<file path="config.mk">
export PLATFORM = sky130hd
export DESIGN_NAME = ext_int_ctrl_mc
export DESIGN_NICKNAME = d
export VERILOG_FILES = /design/src/rtl/ext_int_ctrl_mc_pkg.sv /design/src/rtl/ext_int_ctrl_mc_int_sync_edge.sv /design/src/rtl/ext_int_ctrl_mc.sv
export SDC_FILE = /design/constraint.sdc
export NUM_CORES = 1
export LEC_CHECK = 0
export CAP_MARGIN = 20
export CORE_MARGIN = 2
export CORE_UTILIZATION = 40
export CTS_BUF_LIST = sky130_fd_sc_hd__clkbuf_4 sky130_fd_sc_hd__clkbuf_8
export DETAILED_ROUTE_END_ITERATION = 7
export PLACE_DENSITY = 0.74
export SKIP_LAST_GASP = 1
export SLEW_MARGIN = 15
export SYNTH_ARGS = -nofsm -noshare
export SYNTH_HDL_FRONTEND = slang
export SYNTH_SLANG_ARGS = --single-unit
</file>
<file path="constraint.sdc">
create_clock -name Sys_Clock -period 3 [get_ports Sys_Clock]
set_input_delay 0.9 -clock Sys_Clock [delete_from_list [all_inputs] [get_ports Sys_Clock]]
set_output_delay 0.9 -clock Sys_Clock [all_outputs]
set_load 0.01 [all_outputs]
</file>
<file path="src/rtl/ext_int_ctrl_mc_pkg.sv">
// ---------------------------------------------------------------------------
// ext_int_ctrl_mc_pkg
// Shared definitions for the multi-channel external interrupt controller:
//   - IO address table: register offsets inside the EIC block slot
//   - request FSM state enum (IDLE / REQ / GAP)
//   - lowestSetIndex(): fixed-priority encoder, lowest index wins
// No ports; imported by ext_int_ctrl_mc and int_sync_edge.
// ---------------------------------------------------------------------------
package ext_int_ctrl_mc_pkg;

    // Register offsets on Sys_RegAddress
    localparam logic [3:0] EIC_ENABLE   = 4'h0;
    localparam logic [3:0] EIC_MODE     = 4'h1;
    localparam logic [3:0] EIC_POLARITY = 4'h2;
    localparam logic [3:0] EIC_PENDING  = 4'h3;
    localparam logic [3:0] EIC_STATUS   = 4'h4;
    localparam logic [3:0] EIC_RAW      = 4'h5;

    // Bit of STATUS that reports an outstanding request
    localparam int STATUS_INSERVICE_BIT = 31;

    typedef enum logic [1:0] {
        IDLE = 2'd0,
        REQ  = 2'd1,
        GAP  = 2'd2
    } eicState_t;

    // Scans downwards so the last hit, i.e. the lowest set bit, is kept.
    // Callers zero-pad narrower request vectors to 32 bits.
    function automatic logic [4:0] lowestSetIndex(input logic [31:0] vec);
        logic [4:0] idx;
        idx = '0;
        for (int i = 31; i >= 0; i--) begin
            if (vec[i]) begin
                idx = 5'(i);
            end
        end
        return idx;
    endfunction

endpackage

</file>
<file path="src/rtl/ext_int_ctrl_mc_int_sync_edge.sv">
// ---------------------------------------------------------------------------
// int_sync_edge
// One interrupt channel front end: a SYNC_STAGES-deep synchroniser for an
// asynchronous source, polarity correction, and a history flop for edges.
// Ports:
//   clk_i       clock
//   rst_ni      asynchronous active-low reset
//   async_i     raw asynchronous interrupt source
//   polarity_i  1 = active high / rising, 0 = active low / falling
//   level_o     synchronised, polarity-corrected active level
//   rise_o      one-cycle pulse when level_o goes 0->1
// ---------------------------------------------------------------------------
module int_sync_edge
    import ext_int_ctrl_mc_pkg::*;
#(
    parameter int SYNC_STAGES = 2
) (
    input  logic clk_i,
    input  logic rst_ni,
    input  logic async_i,
    input  logic polarity_i,
    output logic level_o,
    output logic rise_o
);

    logic [SYNC_STAGES-1:0] syncChain_q;
    logic                   history_q;

    // Plain shift chain; only the last stage is used downstream.
    always_ff @(posedge clk_i or negedge rst_ni) begin
        if (!rst_ni) begin
            syncChain_q <= '0;
        end else begin
            syncChain_q <= {syncChain_q[SYNC_STAGES-2:0], async_i};
        end
    end

    // Polarity applies after synchronisation, so a polarity write takes
    // effect immediately and may itself produce a rise.
    assign level_o = syncChain_q[SYNC_STAGES-1] ~^ polarity_i;

    // Remembers the previous active level for rise detection.
    always_ff @(posedge clk_i or negedge rst_ni) begin
        if (!rst_ni) begin
            history_q <= 1'b0;
        end else begin
            history_q <= level_o;
        end
    end

    assign rise_o = level_o & ~history_q;

endmodule

</file>
<file path="src/rtl/ext_int_ctrl_mc.sv">
// ---------------------------------------------------------------------------
// ext_int_ctrl_mc
// Multi-channel external interrupt controller. Synchronises NUM_CH sources,
// applies per-channel enable / edge-level mode / polarity, arbitrates with
// fixed priority (lowest index wins) and presents one vectored request with
// an acknowledge handshake. Registers sit behind the IO block-select bus.
// Ports:
//   Sys_Clock, Sys_Reset      clock, asynchronous active-low reset
//   IntSrc[NUM_CH]            raw asynchronous interrupt sources
//   Sys_BlockSelect/RegAddress/WrEn/RdEn/WrData   register access
//   Sys_RdData                combinational read data (0 when not reading)
//   EIC_IntReq, EIC_IntId     request and id of the requested channel
//   EIC_IntAck                one-cycle acknowledge from the processor
// ---------------------------------------------------------------------------
module ext_int_ctrl_mc
    import ext_int_ctrl_mc_pkg::*;
#(
    parameter int                NUM_CH      = 8,
    parameter int                SYNC_STAGES = 2,
    parameter int                ID_W        = (NUM_CH > 1) ? $clog2(NUM_CH) : 1,
    parameter logic [NUM_CH-1:0] RESET_MODE  = '0
) (
    input  logic              Sys_Clock,
    input  logic              Sys_Reset,
    input  logic [NUM_CH-1:0] IntSrc,
    input  logic              Sys_BlockSelect,
    input  logic [3:0]        Sys_RegAddress,
    input  logic              Sys_WrEn,
    input  logic              Sys_RdEn,
    input  logic [31:0]       Sys_WrData,
    output logic [31:0]       Sys_RdData,
    output logic              EIC_IntReq,
    output logic [ID_W-1:0]   EIC_IntId,
    input  logic              EIC_IntAck
);

    logic [NUM_CH-1:0] enable_q, mode_q, polarity_q;
    logic [NUM_CH-1:0] pending_q, pending_d;
    logic [NUM_CH-1:0] activeLevel, risePulse;
    logic [NUM_CH-1:0] wrBits, w1cMask, ackClear, modeToEdge;
    eicState_t         state_q, state_d;
    logic [ID_W-1:0]   intId_q, intId_d;
    logic              regWrite;
    logic [31:0]       reqVec;
    logic [4:0]        winner;
    logic              unusedBits;

    assign regWrite   = Sys_BlockSelect & Sys_WrEn;
    assign wrBits     = Sys_WrData[NUM_CH-1:0];
    assign unusedBits = ^{Sys_WrData, winner};

    for (genvar ch = 0; ch < NUM_CH; ch++) begin : gSync
        int_sync_edge #(
            .SYNC_STAGES(SYNC_STAGES)
        ) uSync (
            .clk_i     (Sys_Clock),
            .rst_ni    (Sys_Reset),
            .async_i   (IntSrc[ch]),
            .polarity_i(polarity_q[ch]),
            .level_o   (activeLevel[ch]),
            .rise_o    (risePulse[ch])
        );
    end

    // Software-visible configuration registers.
    always_ff @(posedge Sys_Clock or negedge Sys_Reset) begin
        if (!Sys_Reset) begin
            enable_q   <= '0;
            mode_q     <= RESET_MODE;
            polarity_q <= '1;
        end else if (regWrite) begin
            case (Sys_RegAddress)
                EIC_ENABLE:   enable_q   <= wrBits;
                EIC_MODE:     mode_q     <= wrBits;
                EIC_POLARITY: polarity_q <= wrBits;
                default:      ;
            endcase
        end
    end

    // Pending: edge channels latch rises (a rise beats any same-cycle clear),
    // level channels follow the live level, and a channel just switched to
    // edge mode starts clean.
    always_comb begin
        w1cMask    = '0;
        ackClear   = '0;
        modeToEdge = '0;
        if (regWrite && (Sys_RegAddress == EIC_PENDING)) begin
            w1cMask = wrBits;
        end
        if (regWrite && (Sys_RegAddress == EIC_MODE)) begin
            modeToEdge = wrBits & ~mode_q;
        end
        if ((state_q == REQ) && EIC_IntAck) begin
            ackClear[intId_q] = mode_q[intId_q];
        end
        pending_d = ((mode_q & (risePulse | (pending_q & ~(w1cMask | ackClear))))
                    | (~mode_q & activeLevel)) & ~modeToEdge;
    end

    // Request FSM: the id is captured on entry to REQ and held until ack, so
    // later disables or W1C cannot retract or change an issued request.
    always_comb begin
        reqVec               = '0;
        reqVec[NUM_CH-1:0]   = pending_q & enable_q;
        winner               = lowestSetIndex(reqVec);
        state_d              = state_q;
        intId_d              = intId_q;
        case (state_q)
            IDLE: begin
                if (|reqVec) begin
                    state_d = REQ;
                    intId_d = winner[ID_W-1:0];
                end
            end
            REQ: begin
                if (EIC_IntAck) begin
                    state_d = GAP;
                end
            end
            GAP:     state_d = IDLE;
            default: state_d = IDLE;
        endcase
    end

    // State, captured id and pending flags.
    always_ff @(posedge Sys_Clock or negedge Sys_Reset) begin
        if (!Sys_Reset) begin
            state_q   <= IDLE;
            intId_q   <= '0;
            pending_q <= '0;
        end else begin
            state_q   <= state_d;
            intId_q   <= intId_d;
            pending_q <= pending_d;
        end
    end

    assign EIC_IntReq = (state_q == REQ);
    assign EIC_IntId  = intId_q;

    // Read mux; unmapped offsets and bits above NUM_CH read as zero.
    always_comb begin
        Sys_RdData = '0;
        if (Sys_BlockSelect && Sys_RdEn) begin
            case (Sys_RegAddress)
                EIC_ENABLE:   Sys_RdData[NUM_CH-1:0] = enable_q;
                EIC_MODE:     Sys_RdData[NUM_CH-1:0] = mode_q;
                EIC_POLARITY: Sys_RdData[NUM_CH-1:0] = polarity_q;
                EIC_PENDING:  Sys_RdData[NUM_CH-1:0] = pending_q;
                EIC_STATUS: begin
                    Sys_RdData[STATUS_INSERVICE_BIT] = (state_q == REQ);
                    Sys_RdData[ID_W-1:0]             = intId_q;
                end
                EIC_RAW:      Sys_RdData[NUM_CH-1:0] = activeLevel;
                default:      ;
            endcase
        end
    end

endmodule

</file>
==> results of run 1 <==
[synth_stat cells (all sizes together), types with 3 or more instances]
| library cell | count |
|---|---|
| a222oi | 4 |
| clkbuf | 3 |
| buf | 29 |
| o2bb2ai | 7 |
| o211ai | 6 |
| dfstp | 8 |
| a31oi | 3 |
| inv | 5 |
| dfrtp | 53 |
| a21oi | 5 |
| nand2 | 46 |
| nor2b | 3 |
| o21ai | 12 |
| nand2b | 3 |
| xnor2 | 8 |
| a22oi | 8 |
| nand3 | 7 |
| a22o | 6 |
| mux2 | 20 |
| nor2 | 8 |
[timing repair]
action / 4_1_cts / 5_1_grt
setup endpoints to repair: 9 / 9
buffers inserted: 8 / 3
pin swaps: 12 / 13
cloned: 0 / 0
gates resized for setup: 77 / 12
[kinds of logic (layout without fill, tap and decap cells)]
| logic type | after synthesis | in the layout | synth area share, % |
|---|---|---|---|
| simple gates | 80 | 80 | 13.1 |
| mux | 22 | 22 | 9.16 |
| flops | 61 | 61 | 52.1 |
| compound gates | 60 | 60 | 15.1 |
| xor+xnor | 8 | 8 | 2.37 |
| other cells | 1 | 23 | 0.127 |
| buf+inv | 37 | 96 | 8.06 |
[worst max-delay path, stage by stage]
cell and delay (ps):
buf_6 100, nor2b_4 120, and3b_2 220, buf_4 150, buf_6 110, a222oi_1 360, nor2_4 60, buf_6 130
[cell type report]
class | instances | area [um^2] | share of cell area [%]
sequential | 61 | 1540 | 38.8
multi-input combinational | 193 | 1360 | 34.4
timing repair buffer | 75 | 683 | 17.3
clock buffer | 13 | 166 | 4.20
tap | 99 | 124 | 3.13
clock inverter | 3 | 67.6 | 1.71
inverter | 5 | 18.8 | 0.474
[state kept, by name, summed over array words and instances (netlist names)]
register	count
polarity_q	8
pending_q	8
enable_q	8
gSync.uSync.syncChain_q	16
mode_q	8
EIC_IntId	3
state_q	2
gSync.uSync.history_q	8
[per-stage QoR]
stage                     worst slack [ps]  util, %
after CTS                            -53.3     54.2
after detailed placement              -960     49.1
after global routing                 -85.4     54.9
after floorplan                        120        -
after global placement                -964     49.1
final                                -61.0     54.9
[worst paths after layout]
| path | startpoint | cells past startpoint | slack [ps] | endpoint |
|---|---|---|---|---|
| hold reg to reg | gSync[6].uSync.syncChain_q[0] | 0 | 350 | gSync[6].uSync.syncChain_q[1] |
| min in group asynchronous | Sys_Reset | 1 | 570 | gSync[5].uSync.syncChain_q[0] |
| setup / recovery | Sys_RegAddress[0] | 8 | -60 | Sys_RdData[0] |
| hold / removal | gSync[6].uSync.syncChain_q[0] | 0 | 350 | gSync[6].uSync.syncChain_q[1] |
| setup reg to reg | state_q[1] | 4 | 1360 | pending_q[0] |
| max in group asynchronous | Sys_Reset | 2 | 1760 | polarity_q[6] |
[power by group through the flow]
stage	Combinational, mW	Sequential, mW	Clock (mW)
floorplan	0.390	1.14	0
global placement	0.601	1.16	0
detailed placement	0.620	1.17	0
CTS	0.644	1.16	0.864
global route	0.724	1.19	0.908
finish	0.661	1.17	0.850
[routing by layer]
| metal | track usage (%) | vias up | part of all wire [%] |
|---|---|---|---|
| met4 | 11.5 | 0 | 4.0 |
| met2 | 29.7 | 121 | 47 |
| li1 | - | 1085 | - |
| met1 | 26.4 | 1186 | 42 |
| met5 | 0 | - | 0 |
| met3 | 3.35 | 27 | 6.7 |
==> impl_metrics.py, run 1 <==
metrics = {
    "cts": {
        "numCtsBuffers": 9,
        "clk_latency_ps": 350,
        "cts_tree": "built",
        "cts_buffer_depth": 2,
        "ctsRootBufferMaster": "clkbuf_8",
        "cts_sinks": 61,
        "htreeDepth": 3,
        "holdBufCountCts": 0,
        "clk_pin_slew_ps": 60,
    },
    "logic_synthesis": {
        "netlist_area_um2": 2950,
        "syn_avg_cell_area_um2": 11.0,
        "synth_top_area_cell": "dfrtp_1",
        "synthTopCellsByArea": "dfrtp_1 45%, mux2_2 7.6%, dfstp_2 7.1%",
        "synthesis.instances": 269,
        "ys_seq_area_share_pct": 52.1,
        "synth_cell_types": 42,
        "synth_seq_cells": 61,
        "synth-edff-count": 0,
        "synth_top_area_share_pct": 45.0,
        "ys.flop_type": "dfrtp_1",
        "synthArstFlopShare_pct": 100,
        "synth_warnings": 0,
    },
    "placed_design": {
        "port-buffer-count": 38,
        "dp_cells": 423,
        "place_area_um2": 3540,
        "post-dp-hpwl_mm": 5.32,
        "routabilityCongestion": 0.927,
    },
    "route": {
        "wl_mm": 7.69,
        "num_vias": 2419,
        "post_drt_wl_per_cell_um": 17.1,
        "drt_iter0_drc": 332,
        "drt_pass1_iterations": 5,
        "drc_errors": 0,
        "postRouteAntennaNets": 0,
        "viasPerCell": 5.39,
    },
    "floorplanning": {
        "core_area_um2": 7210,
        "rows": 31,
        "io_pins": 86,
        "fp.dieW_um": 89.9,
        "die_height_um": 89.9,
        "die_area_um2": 8080,
        "start_util_pct": 40.9,
    },
    "cells_and_area": {
        "final_common_cell": "dfrtp_1",
        "final_cells": 449,
        "num_antenna_cells": 0,
        "drive_gt1_share_pct": 32.6,
        "area_growth_syn_to_layout_pct": 34.2,
        "finalInstanceArea_um2": 3960,
        "fillers": 611,
        "finalNetCount": 395,
        "final_cell_mix": "53 x dfrtp_1, 42 x nand2_1, 28 x buf_4, 23 x conb_1, 22 x clkdlybuf4s50_1",
    },
    "worst_setup_path": {
        "path_class": "in2out",
        "crit_required_ps": 2100,
        "path_max_fanout": 3,
        "start_kind": "input port",
        "endpoint_kind": "output port",
        "cp.arrival_ps": 2160,
    },
    "pwr": {
        "p_total_mw": 2.68,
        "power_frac_comb_pct": 24.6,
        "p_leak_nw": 1.74,
        "internal_power_mw": 1.87,
        "switchingPower_mw": 0.815,
        "p_per_area_nw_per_um2": 678,
        "clockPowerShare_pct": 31.7,
        "ir_worst_vdd_v": 0.000370,
        "pwr-share-seq_pct": 43.7,
        "swShare_pct": 30.4,
    },
    "sta": {
        "fin_tns_setup_ps": -61.0,
        "fin_crit_ps": 3060,
        "setup_violations": 1,
        "hold_viol_final": 0,
        "worst-slew-pin-transition_ps": 623,
        "fmaxAchievable_ghz": 0.327,
        "rsz0062_at_grt": "yes",
        "fin_ws_ps": -61.0,
        "fin_crit_sh_pct": 102,
        "hold_ws_ps": 347,
        "fin_skew_ps": 11.3,
        "slew_viol_final": 0,
        "max_slew_margin_pct": 58.5,
    },
    "hold_path": {
        "hold_path.class": "reg2reg",
    },
    "run": {
        "max_cap_viol_count": 0,
    },
    "grt": {
        "grt_max_degree": 36,
        "grt_pass1_wl_mm": 12.3,
        "grt-ovfl-total": 0,
        "grtUsageTotal_pct": 19.5,
        "antenna_found_initial": 0,
        "grt_pass1_vias": 2419,
    },
    "run_status": {
        "status": "finished with violations",
        "violations": "negative setup slack",
    },
}
(Power assumes the default switching activity.)
==> run 2: changes to the inputs <==
--- a/config.mk
+++ b/config.mk
@@ -5,12 +5,14 @@
 export SDC_FILE = /design/constraint.sdc
 export NUM_CORES = 1
 export LEC_CHECK = 0
+export ABC_CLOCK_PERIOD_IN_PS = 3000
 export CAP_MARGIN = 20
 export CORE_MARGIN = 2
 export CORE_UTILIZATION = 40
 export CTS_BUF_LIST = sky130_fd_sc_hd__clkbuf_4 sky130_fd_sc_hd__clkbuf_8
 export DETAILED_ROUTE_END_ITERATION = 7
 export PLACE_DENSITY = 0.74
+export REMOVE_ABC_BUFFERS = 1
 export SKIP_LAST_GASP = 1
 export SLEW_MARGIN = 15
 export SYNTH_ARGS = -nofsm -noshare
==> impl_metrics.py, run 2 (synthesized netlist as in run 1, its figures left out) <==
metrics = {
    "worst_setup_path": {
        "path_cells": "buf_8 -> buf_8 -> mux2_4 -> a22o_1 -> a222oi_1 -> nor2_1 -> buf_2",
        "crit_top_cell": "buf_8",
        "crit_required_ps": 2100,
        "crit_family": "compound AO/OA/AOI/OAI gates",
        "path_class": "in2out",
        "crit_buf_inv": 3,
        "critical_path.max_stage_delay_ps": 300,
        "start_kind": "input port",
        "cp.arrival_ps": 2160,
        "path_max_fanout": 5,
        "cpMaxStageDelayCell": "a222oi_1",
        "endpoint_kind": "output port",
    },
    "sta": {
        "hold_viol_final": 0,
        "max_slew_margin_pct": 57.2,
        "fin_tns_setup_ps": -112,
        "worst-slew-pin-transition_ps": 642,
        "hold_ws_ps": 348,
        "setup_violations": 4,
        "fin_ws_ps": -55.4,
        "fin_crit_ps": 3060,
        "fmaxAchievable_ghz": 0.327,
        "fin_skew_ps": 18.6,
        "slew_viol_final": 0,
        "fin_crit_sh_pct": 102,
        "rsz0062_at_grt": "yes",
    },
    "grt": {
        "grtUsageTotal_pct": 18.9,
        "grt-ovfl-total": 0,
        "grt_max_degree": 36,
        "antenna_found_initial": 0,
        "grt_pass1_vias": 2360,
        "grt_pass1_wl_mm": 11.9,
    },
    "pwr": {
        "p_per_area_nw_per_um2": 664,
        "p_leak_nw": 1.71,
        "p_total_mw": 2.54,
        "ir_worst_vdd_v": 0.000280,
    },
    "cts": {
        "clk_pin_slew_ps": 60,
        "ctsRootBufferMaster": "clkbuf_8",
        "cts_tree": "built",
        "numCtsBuffers": 9,
        "htreeDepth": 3,
        "cts_buffer_depth": 2,
        "cts_sinks": 61,
        "clk_latency_ps": 360,
    },
    "run": {
        "max_cap_viol_count": 0,
    },
    "cells_and_area": {
        "num_antenna_cells": 0,
        "drive_gt1_share_pct": 30.3,
        "final_cell_mix": "53 x dfrtp_1, 44 x nand2_1, 30 x buf_4, 23 x conb_1, 22 x clkdlybuf4s50_1",
        "final_common_cell": "dfrtp_1",
        "area_growth_syn_to_layout_pct": 29.6,
        "largest_reg_flops": 16,
        "fillers": 628,
        "finalNetCount": 392,
        "top_register": "gSync.uSync.syncChain_q",
    },
    "route": {
        "viasPerCell": 5.26,
        "drc_errors": 0,
        "drt_iter0_drc": 197,
        "drt_pass1_iterations": 4,
        "postRouteAntennaNets": 0,
        "num_vias": 2344,
        "wl_mm": 7.28,
        "post_drt_wl_per_cell_um": 16.3,
    },
    "run_status": {
        "status": "finished with violations",
        "violations": "negative setup slack",
    },
    "placed_design": {
        "post-dp-hpwl_mm": 5.28,
        "port-buffer-count": 38,
        "routabilityCongestion": 0.931,
    },
    "floorplanning": {
        "fp.dieW_um": 89.9,
        "core_area_um2": 7210,
        "start_util_pct": 40.9,
        "die_height_um": 89.9,
        "io_pins": 86,
        "die_area_um2": 8080,
        "rows": 31,
    },
    "hold_path": {
        "hold_path.class": "reg2reg",
    },
}
[run 2: cell types whose count changed in the layout (fill, tap and decap cells not counted), sizes merged]
cell,previous run,this run
bufinv,2,1
clkdlybuf4s15,0,1
clkinvlp,1,0
clkinv,0,4
buf,48,46
clkbuf,16,12
[run 2: where the power goes]
part           switching, mW  internal [mW]  leakage (nW)
combinational          0.319          0.330         0.876
sequential             0.157           1.01         0.724
clock                  0.317          0.409         0.106
[run 2: worst register-to-register path, cell delays in order (launching register included)]
cell     delay [ps]
dfrtp_1         440
or4bb_1         600
nor3_1          190
a21oi_1          70
a31o_1          210
[run 2: metrics by stage]
step	utilization (%)	cell area [um^2]	setup slack, ps	cells
floorplan	-	2810	145	259
global placement	49.1	3540	-961	425
detailed placement	49.1	3540	-936	425
CTS	52.6	3800	-79.7	444
global route	53.0	3820	-114	446
finish	53.0	3820	-55.4	446
[run 2: repair_timing]
item                       CTS  global route
pin swaps                   14             9
hold buffers                 0             0
buffers inserted             2             2
gates resized for setup     73             5
setup endpoints to repair    9             8
cloned                       1             0
[run 2: per-layer routing]
layer	vias up	track usage, %	routed length, um
li1	1079	-	-
met1	1123	25.6	3130
met2	121	28.2	3300
met3	21	3.60	604
met4	0	11.8	251
met5	-	0	0
[run 2: cell type report]
type / instances / area [um^2] / area share, %
multi-input cells: 193 / 1330 / 34.8
clock buffers: 11 / 145 / 3.79
repair buffers: 72 / 621 / 16.2
well taps: 99 / 124 / 3.24
flip-flops and latches: 61 / 1540 / 40.2
inverters: 5 / 18.8 / 0.491
clock inverters: 5 / 50.0 / 1.31
[run 2: final timing paths]
path	slack (ps)	startpoint	cells after the start	endpoint
min in group asynchronous	570	Sys_Reset	1	pending_q[6]
min reg2reg	350	gSync[3].uSync.syncChain_q[0]	0	gSync[3].uSync.syncChain_q[1]
max	-60	Sys_RegAddress[1]	7	Sys_RdData[5]
max reg2reg	1370	EIC_IntId[2]	4	pending_q[0]
min	350	gSync[3].uSync.syncChain_q[0]	0	gSync[3].uSync.syncChain_q[1]
max in group asynchronous	1740	Sys_Reset	2	polarity_q[3]
